### src/rtl/parser_rule_cfg_arb_if.sv
// Rule-configuration bus bundle: requester handshake on one side, parser rule port on the other.
// slave = the arbiter, master = requesters plus parser environment.
interface parser_rule_cfg_arb_if #(
  parameter int unsigned NUM_REQ = 2
);
  logic [NUM_REQ-1:0]    i_req_valid;
  logic [NUM_REQ-1:0]    i_req_wr;
  logic [NUM_REQ*32-1:0] i_req_addr;
  logic [NUM_REQ*32-1:0] i_req_wdata;
  logic [NUM_REQ-1:0]    o_req_ready;
  logic [NUM_REQ-1:0]    o_rsp_valid;
  logic [31:0]           o_rsp_rdata;
  logic                  o_rsp_err;
  logic                  o_rule_wren;
  logic                  o_rule_rden;
  logic [31:0]           o_rule_addr;
  logic [31:0]           o_rule_wdata;
  logic                  i_rule_rdata_valid;
  logic [31:0]           i_rule_rdata;

  modport slave (
    input  i_req_valid, i_req_wr, i_req_addr, i_req_wdata,
    input  i_rule_rdata_valid, i_rule_rdata,
    output o_req_ready, o_rsp_valid, o_rsp_rdata, o_rsp_err,
    output o_rule_wren, o_rule_rden, o_rule_addr, o_rule_wdata
  );

  modport master (
    output i_req_valid, i_req_wr, i_req_addr, i_req_wdata,
    output i_rule_rdata_valid, i_rule_rdata,
    input  o_req_ready, o_rsp_valid, o_rsp_rdata, o_rsp_err,
    input  o_rule_wren, o_rule_rden, o_rule_addr, o_rule_wdata
  );
endinterface

### src/rtl/parser_rule_cfg_arb.sv
// Round-robin arbiter serialising NUM_REQ requesters onto the parser rule-config bus,
// with layer-ID validation, read timeout and one response pulse per accepted request.
module parser_rule_cfg_arb #(
  parameter int unsigned NUM_REQ    = 2,
  parameter int unsigned LAYER_NUM  = 4,
  parameter int unsigned RD_TIMEOUT = 16,
  parameter logic [31:0] ERR_DATA   = 32'hDEAD_BEEF
) (
  input logic                  i_clk,
  input logic                  i_rst_n,
  parser_rule_cfg_arb_if.slave bus
);
  localparam int unsigned GW = (NUM_REQ > 1) ? $clog2(NUM_REQ) : 1;
  localparam int unsigned TW = $clog2(RD_TIMEOUT);

  localparam logic [1:0] S_IDLE    = 2'd0;
  localparam logic [1:0] S_ISSUE   = 2'd1;
  localparam logic [1:0] S_WAIT_RD = 2'd2;
  localparam logic [1:0] S_RESP    = 2'd3;

  logic [1:0]    state_q, state_d;
  logic [GW-1:0] last_q, last_d;
  logic [GW-1:0] gnt_q, gnt_d;
  logic          wr_q, wr_d;
  logic [TW-1:0] timer_q, timer_d;
  logic [31:0]   addr_q, addr_d;
  logic [31:0]   wdata_q, wdata_d;
  logic [31:0]   rdata_q, rdata_d;
  logic          err_q, err_d;

  logic [GW-1:0] sel, cand;
  logic          any_req, sel_wr, bad_layer;
  logic [31:0]   sel_addr, sel_wdata;

  // Walk downwards so the closest requester after last_q is the final assignment.
  always_comb begin
    sel  = last_q;
    cand = '0;
    for (int unsigned i = NUM_REQ; i >= 1; i--) begin
      cand = GW'((32'(last_q) + i) % NUM_REQ);
      if (bus.i_req_valid[cand]) sel = cand;
    end
  end

  always_comb begin
    any_req   = |bus.i_req_valid;
    sel_wr    = bus.i_req_wr[sel];
    sel_addr  = bus.i_req_addr[32*32'(sel) +: 32];
    sel_wdata = bus.i_req_wdata[32*32'(sel) +: 32];
    bad_layer = 32'(sel_addr[31:24]) >= LAYER_NUM;
  end

  always_comb begin
    state_d = state_q;
    last_d  = last_q;
    gnt_d   = gnt_q;
    wr_d    = wr_q;
    timer_d = timer_q;
    addr_d  = addr_q;
    wdata_d = wdata_q;
    rdata_d = rdata_q;
    err_d   = err_q;
    case (state_q)
      S_IDLE: begin
        if (any_req) begin
          gnt_d = sel;
          wr_d  = sel_wr;
          if (bad_layer) begin
            state_d = S_RESP;
            err_d   = 1'b1;
            rdata_d = ERR_DATA;
          end else begin
            // Rule-bus address/data only change on a legal accept, so they hold across errors.
            state_d = S_ISSUE;
            addr_d  = sel_addr;
            wdata_d = sel_wdata;
          end
        end
      end
      S_ISSUE: begin
        if (wr_q) begin
          state_d = S_RESP;
          err_d   = 1'b0;
          rdata_d = '0;
        end else begin
          state_d = S_WAIT_RD;
          timer_d = '0;
        end
      end
      S_WAIT_RD: begin
        timer_d = timer_q + TW'(1);
        if (bus.i_rule_rdata_valid) begin
          state_d = S_RESP;
          err_d   = 1'b0;
          rdata_d = bus.i_rule_rdata;
        end else if (timer_q == TW'(RD_TIMEOUT - 1)) begin
          state_d = S_RESP;
          err_d   = 1'b1;
          rdata_d = ERR_DATA;
        end
      end
      default: begin
        last_d  = gnt_q;
        state_d = S_IDLE;
      end
    endcase
  end

  always_ff @(posedge i_clk or negedge i_rst_n) begin
    if (!i_rst_n) begin
      state_q <= S_IDLE;
      last_q  <= GW'(NUM_REQ - 1);
      gnt_q   <= '0;
      wr_q    <= 1'b0;
      timer_q <= '0;
      addr_q  <= '0;
      wdata_q <= '0;
      rdata_q <= '0;
      err_q   <= 1'b0;
    end else begin
      state_q <= state_d;
      last_q  <= last_d;
      gnt_q   <= gnt_d;
      wr_q    <= wr_d;
      timer_q <= timer_d;
      addr_q  <= addr_d;
      wdata_q <= wdata_d;
      rdata_q <= rdata_d;
      err_q   <= err_d;
    end
  end

  // Ready is combinational, so it is masked while reset is asserted.
  assign bus.o_req_ready  = (i_rst_n && state_q == S_IDLE && any_req) ? (NUM_REQ'(1) << sel) : '0;
  assign bus.o_rsp_valid  = (state_q == S_RESP) ? (NUM_REQ'(1) << gnt_q) : '0;
  assign bus.o_rsp_rdata  = rdata_q;
  assign bus.o_rsp_err    = err_q;
  assign bus.o_rule_wren  = (state_q == S_ISSUE) && wr_q;
  assign bus.o_rule_rden  = (state_q == S_ISSUE) && !wr_q;
  assign bus.o_rule_addr  = addr_q;
  assign bus.o_rule_wdata = wdata_q;
endmodule
### src/flat_wrapper.sv
// flat-port wrapper written by rule: the top's interface ports become plain ports
module parser_rule_cfg_arb_flat 
#(
  parameter int unsigned NUM_REQ    = 2,
  parameter int unsigned LAYER_NUM  = 4,
  parameter int unsigned RD_TIMEOUT = 16,
  parameter logic [31:0] ERR_DATA   = 32'hDEAD_BEEF
)
  (i_clk, i_rst_n, bus_i_req_valid, bus_i_req_wr, bus_i_req_addr, bus_i_req_wdata, bus_i_rule_rdata_valid, bus_i_rule_rdata, bus_o_req_ready, bus_o_rsp_valid, bus_o_rsp_rdata, bus_o_rsp_err, bus_o_rule_wren, bus_o_rule_rden, bus_o_rule_addr, bus_o_rule_wdata);
  parser_rule_cfg_arb_if #(.NUM_REQ(NUM_REQ)) bus_i ();
  input logic i_clk;
  input logic i_rst_n;
  input wire logic [$bits(bus_i.i_req_valid)-1:0] bus_i_req_valid;
  input wire logic [$bits(bus_i.i_req_wr)-1:0] bus_i_req_wr;
  input wire logic [$bits(bus_i.i_req_addr)-1:0] bus_i_req_addr;
  input wire logic [$bits(bus_i.i_req_wdata)-1:0] bus_i_req_wdata;
  input wire logic [$bits(bus_i.i_rule_rdata_valid)-1:0] bus_i_rule_rdata_valid;
  input wire logic [$bits(bus_i.i_rule_rdata)-1:0] bus_i_rule_rdata;
  output wire logic [$bits(bus_i.o_req_ready)-1:0] bus_o_req_ready;
  output wire logic [$bits(bus_i.o_rsp_valid)-1:0] bus_o_rsp_valid;
  output wire logic [$bits(bus_i.o_rsp_rdata)-1:0] bus_o_rsp_rdata;
  output wire logic [$bits(bus_i.o_rsp_err)-1:0] bus_o_rsp_err;
  output wire logic [$bits(bus_i.o_rule_wren)-1:0] bus_o_rule_wren;
  output wire logic [$bits(bus_i.o_rule_rden)-1:0] bus_o_rule_rden;
  output wire logic [$bits(bus_i.o_rule_addr)-1:0] bus_o_rule_addr;
  output wire logic [$bits(bus_i.o_rule_wdata)-1:0] bus_o_rule_wdata;
  assign bus_i.i_req_valid = bus_i_req_valid;
  assign bus_i.i_req_wr = bus_i_req_wr;
  assign bus_i.i_req_addr = bus_i_req_addr;
  assign bus_i.i_req_wdata = bus_i_req_wdata;
  assign bus_i.i_rule_rdata_valid = bus_i_rule_rdata_valid;
  assign bus_i.i_rule_rdata = bus_i_rule_rdata;
  assign bus_o_req_ready = bus_i.o_req_ready;
  assign bus_o_rsp_valid = bus_i.o_rsp_valid;
  assign bus_o_rsp_rdata = bus_i.o_rsp_rdata;
  assign bus_o_rsp_err = bus_i.o_rsp_err;
  assign bus_o_rule_wren = bus_i.o_rule_wren;
  assign bus_o_rule_rden = bus_i.o_rule_rden;
  assign bus_o_rule_addr = bus_i.o_rule_addr;
  assign bus_o_rule_wdata = bus_i.o_rule_wdata;
  parser_rule_cfg_arb #(.NUM_REQ(NUM_REQ), .LAYER_NUM(LAYER_NUM), .RD_TIMEOUT(RD_TIMEOUT), .ERR_DATA(ERR_DATA)) u_core (.i_clk(i_clk), .i_rst_n(i_rst_n), .bus(bus_i));
endmodule
### config.mk
export PLATFORM = sky130hd
export DESIGN_NAME = parser_rule_cfg_arb_flat
export DESIGN_NICKNAME = d
export VERILOG_FILES = /design/src/rtl/parser_rule_cfg_arb_if.sv /design/src/rtl/parser_rule_cfg_arb.sv /design/src/flat_wrapper.sv
export SDC_FILE = /design/constraint.sdc
export NUM_CORES = 1
export LEC_CHECK = 0
export CORE_MARGIN = 3
export CORE_UTILIZATION = 41
export CTS_CLUSTER_DIAMETER = 40
export DETAILED_ROUTE_END_ITERATION = 10
export PLACE_DENSITY = 0.87
export SETUP_SLACK_MARGIN = 0.05
export SLEW_MARGIN = 25
export SYNTH_ARGS = -nofsm -noshare
export SYNTH_HDL_FRONTEND = slang
export SYNTH_SLANG_ARGS = --single-unit
### constraint.sdc
create_clock -name i_clk -period 2.2 [get_ports i_clk]
set_input_delay 0.44 -clock i_clk [delete_from_list [all_inputs] [get_ports i_clk]]
set_output_delay 0.44 -clock i_clk [all_outputs]
set_load 0.02 [all_outputs]
# Word level (Yosys, flattened, before mapping)
# Cells that the tools add are included.
# totals
out_inout_bits	103
word_cells	75
ff_bits	106
in_bits	167
# op_classes
n_mux	30
add_sub_neg	3
reduce_logical	15
bitwise_logic	1
shifts	4
eq_ne	9
order_cmp	4
# ops
cell	n
two-way mux 32 bit	5
variable part select 64 x 7 -> 32 bit	2
one-hot mux 32 bit (3 select lines)	1
two-way mux 1 bit	14
two-way mux 2 bit	6
greater-or-equal comparator 8 x 3 -> 1 bit (second input constant)	1
one-hot mux 4 bit (2 select lines)	1
less-than comparator 1 x 2 -> 1 bit (second input constant)	3
inequality test 2 x 1 -> 1 bit (second input constant)	3
one-hot mux 2 bit (3 select lines)	1
AND reduction 2 bit	3
AND reduction 5 bit	1
adder 4 x 1 -> 4 bit (second input constant)	1
== test 2 bit (second input constant)	2
== test 4 bit (second input constant)	1
logical AND 1 bit	4
two-way mux 4 bit	1
<< shifter 1 x 1 -> 2 bit (first input constant)	2
inequality test 3 x 2 -> 1 bit (second input constant)	1
one-hot mux 1 bit (3 select lines)	1
AND reduction 3 bit	1
nonzero test 3 bit	1
OR reduction 3 bit	1
adder 1 bit (second input constant)	2
other kinds (7)	7

# Logic depth before layout (Yosys ltp)
# depth
ltp_word	10
depth_mapped	8
ltp_nobuf	6

# Worst setup path before layout
# No wires, ideal clock.
# synth_timing
kind	register -> register
start	register u_core.state_q[0]
end	register u_core.rdata_q[14] (netlist: u_core.bus.o_rsp_rdata[14])
path_buffers	1
period_less_slack_ps	2013
setup_ps	125
t_arrival_ps	1888
t_required_ps	2075
stages_incl_launch_ff	8
path_slack_ps	187
path_cell_list	dfrtp_1 -> inv_1 -> ha_1 -> nor3b_1 -> a2111oi_4 -> o311ai_4 -> buf_6 -> mux2_4
# synth_via
elab_chain_len	3
elab_cells_between_ends	10
cone_classes	eq/ne (6); mux (1); reduce/logical (3)
# synth_rtl
item	line_no	source
start: declaration	parser_rule_cfg_arb.sv:21	logic [1:0] state_q, state_d;
start signal: assignment	parser_rule_cfg_arb.sv:121	state_q <= state_d;
== test 2 bit, or another cell as far along	parser_rule_cfg_arb.sv:63	case (state_q)
inequality test 3 x 2 -> 1 bit (no line), or another cell as far along	n/a	
AND reduction 5 bit (no line)	n/a	
end signal: assignment	parser_rule_cfg_arb.sv:128	rdata_q <= rdata_d;
end: declaration	parser_rule_cfg_arb.sv:28	logic [31:0] rdata_q, rdata_d;
# Parallel ways exist; a longest one is shown, timed or not.
# A chain may end at the register's enable or synchronous reset.

# Final worst setup path
# layout_timing
start	register u_core.state_q[0]
end	register u_core.addr_q[23] (netlist: u_core.bus.o_rule_addr[23])
# layout_via
elab_chain_len	2
# layout_rtl
item	line_no	source
zero test 2 bit	parser_rule_cfg_arb.sv:63	
AND reduction 3 bit (no line)	n/a	
end signal: assignment	parser_rule_cfg_arb.sv:126	addr_q <= addr_d;
end: declaration	parser_rule_cfg_arb.sv:26	logic [31:0] addr_q, addr_d;
# No other way between the ends.

==> qor.yml <==
job:
  drv_cap: 0
die:
  ios: 270
  initial_core_util: 0.426
  rows: 41
  core_area_um2: 12800
  die_h_um: 121
  fp.dieArea_um2: 14800
  die_w_um: 121
min_path:
  hold_class: "input pin to async pin"
synthesis:
  synth_simple_gate_area_share: 0.0543
  synth_compound_area_frac: 0.0508
  yosys.area.top_type: "dfrtp_1"
  synth_warnings: 0
  synth_top_area_frac: 0.481
  synth_ff_type: "dfrtp_1"
  synthMuxAreaShare: 0.350
  synth_xor_area_frac: 0
  yosysSeqAreaShare: 0.486
  ys_types: 37
  synth_top_cells_by_area: "dfrtp_1 48%, mux2_4 15%, mux2_2 12%"
  synth_top_family_by_area: "multiplexers"
  synth_seq_cells: 106
  synthAdderAreaFrac: 0.0114
  postSynthAreaPerCell_um2: 13.2
  async_reset_ff_frac: 1.00
  synthCells: 413
  synth_fp_nets: 585
  synth_edf_count: 0
  synth_area_um2: 5470
timing:
  finalHoldViolations: 0
  worst_pin_slew_ns: 0.723
  max_freq_mhz: 473
  period_needed_ns: 2.12
  finalSetupViolCount: 0
  fin_setup_tns_ns: 0
  fin_crit_sh: 0.962
  rsz0062_at_grt: "true"
  setup_slack_ns: 0.0839
  maxSlewViolCount: 0
  clock_skew_ns: 0.00862
  slew_headroom: 0.518
  hold_ws_ns: 0.241
setup_path:
  cp_top_family: "flip-flops"
  path_class: "register to register"
  critPathSlowestCell: "dfrtp_1"
  end_kind: "register"
  required_ns: 2.42
  critPathMaxStageDelay_ns: 0.40
  cp_cell_sequence: "inv_1 -> ha_2 -> o21ai_2 -> or3_1 -> o22a_4 -> buf_4 -> mux2_4"
  worstPathArrival_ns: 2.33
  crit_path_max_fanout: 12
  cp_num_buf_inv: 2
  crit_path_start_kind: "register"
  timing.rr.start: "u_core.state_q[0]"
  crit_path_start: "u_core.state_q[0]"
cells_and_area:
  num-nets-final: 885
  fillers: 869
  finish.utilization: 0.700
  final_common_cell: "clkdlybuf4s50_1"
  mostFrequentLayoutCells: "260 x clkdlybuf4s50_1, 105 x dfrtp_1, 60 x mux2_2, 56 x mux2_4, 33 x buf_4"
  drive_above_1_share: 0.260
  final_area_um2: 8970
  syn2layout_area_growth_pct: 64.2
  antenna_cells: 0
  layout.cells.non_filler: 890
clock_network:
  clock-sinks: 106
  cts_made_buffers: 9
  clk_path_buf_depth: 2
  h-tree-depth: 3
  cts_tree: "yes"
  clk_pin_slew_ns: 0.07
  clockRootBuffer: "clkbuf_16"
  clock_latency_ns: 0.34
  ctsHoldBuffers: 0
power:
  p_total_mw: 9.94
  p_per_area_nw_per_um2: 1110
  static-leakage-power_nw: 4.28
  ir_drop_v: 0.000521
global_routing:
  grt_pass1_vias: 4758
  grt_pass1_wl_mm: 24.2
  overflow: 0
  grt_max_degree: 57
  grt.total_usage: 0.208
  antenna_found_initial: 0
place:
  dp_hpwl_mm: 12.2
  place_ws_ns: -0.347
  port_buffers: 269
  postPlaceCellArea_um2: 8580
  placed_cells: 870
  gp_congestion: 0.824
drt:
  drc: 0
  drtAntennaViolNets: 0
  drtIter0Drc: 242
  drt_wl_total_mm: 16.1
  via_count: 4398
  first_pass_iters: 4
  routedWlPerCell_um: 18.1
  viasPerCell: 4.94
outcome:
  status: "finished, final reports clean"
-- worst register-to-register path, delay by kind of cell (launching register included) --
kind            cells  cell delay, ns
flops               1            0.40
compound gates      2            0.38
fa+ha+maj           1            0.24
simple gates        1            0.34
buf+inv             2            0.32
mux                 1            0.31
-- flip-flops by register name (all words and copies together) (netlist names) --
signal                   count
u_core.last_q                1
u_core.state_q               2
u_core.bus.o_rule_wdata     32
u_core.bus.o_rsp_err         1
u_core.gnt_q                 1
u_core.bus.o_rule_addr      32
u_core.wr_q                  1
u_core.bus.o_rsp_rdata      32
u_core.timer_q               4
-- cell usage after synthesis (all sizes together) (2+ instances only) --
master and n:
mux2 125, dfrtp 105, o21ai 32, mux2i 30, inv 29, buf 14, nand2 12, nor2b 9
and2 8, and3 8, clkbuf 7, nor2 7, ha 5, a21oi 2, nand2b 2, nor4 2
o211ai 2
-- cell type report --
type,instances,area [um2],share of cell area
Clock buffer,11,243,0.0270
Multi-Input combinational cell,257,2590,0.289
Clock inverter,5,42.5,0.00474
Inverter,29,109,0.0121
Sequential cell,106,2650,0.296
Tap cell,172,215,0.0240
Timing Repair Buffer,310,3120,0.347
-- kinds of logic (layout without fill, tap and decap cells) --
logic type      Yosys count  in the layout
flops                   106            106
simple gates             55             55
mux                     155            155
fa+ha+maj                 5              5
compound gates           42             42
buf+inv                  50            355
-- worst paths after layout --
check	endpoint	slack, ns	depth (start not counted)
worst max-delay path	u_core.bus.o_rule_addr[23]	0.08	7
worst min-delay path	u_core.bus.o_rsp_rdata[24]	0.24	2
worst max register to register	u_core.bus.o_rule_addr[23]	0.08	7
worst min register to register	u_core.bus.o_rule_addr[28]	0.49	1
max in group asynchronous	u_core.bus.o_rsp_rdata[8]	0.83	3
min in group i_clk	u_core.bus.o_rule_addr[28]	0.49	1
-- layer usage --
metal  GRT usage  share of wire  up-vias  wire length [um]
met1       0.251           0.39     2121              6200
met2       0.362           0.51      228              8180
li1            -              -     2033                 -
met4      0.0448          0.011        0               179
met3      0.0671          0.095       16              1520
met5           0              0        -                 0
-- report_power, final --
part / switching [mW] / internal, mW / leakage, nW
clock network: 0.736 / 0.819 / 0.143
logic: 2.43 / 3.04 / 2.79
registers: 0.379 / 2.54 / 1.35
-- what timing repair did --
item,in CTS,in global routing
setup endpoints to repair,45,60
pin swaps,1,1
resized for setup,11,13
cloned,0,3
buffers inserted,0,2
No activity file was read; power rests on OpenSTA's default activity.
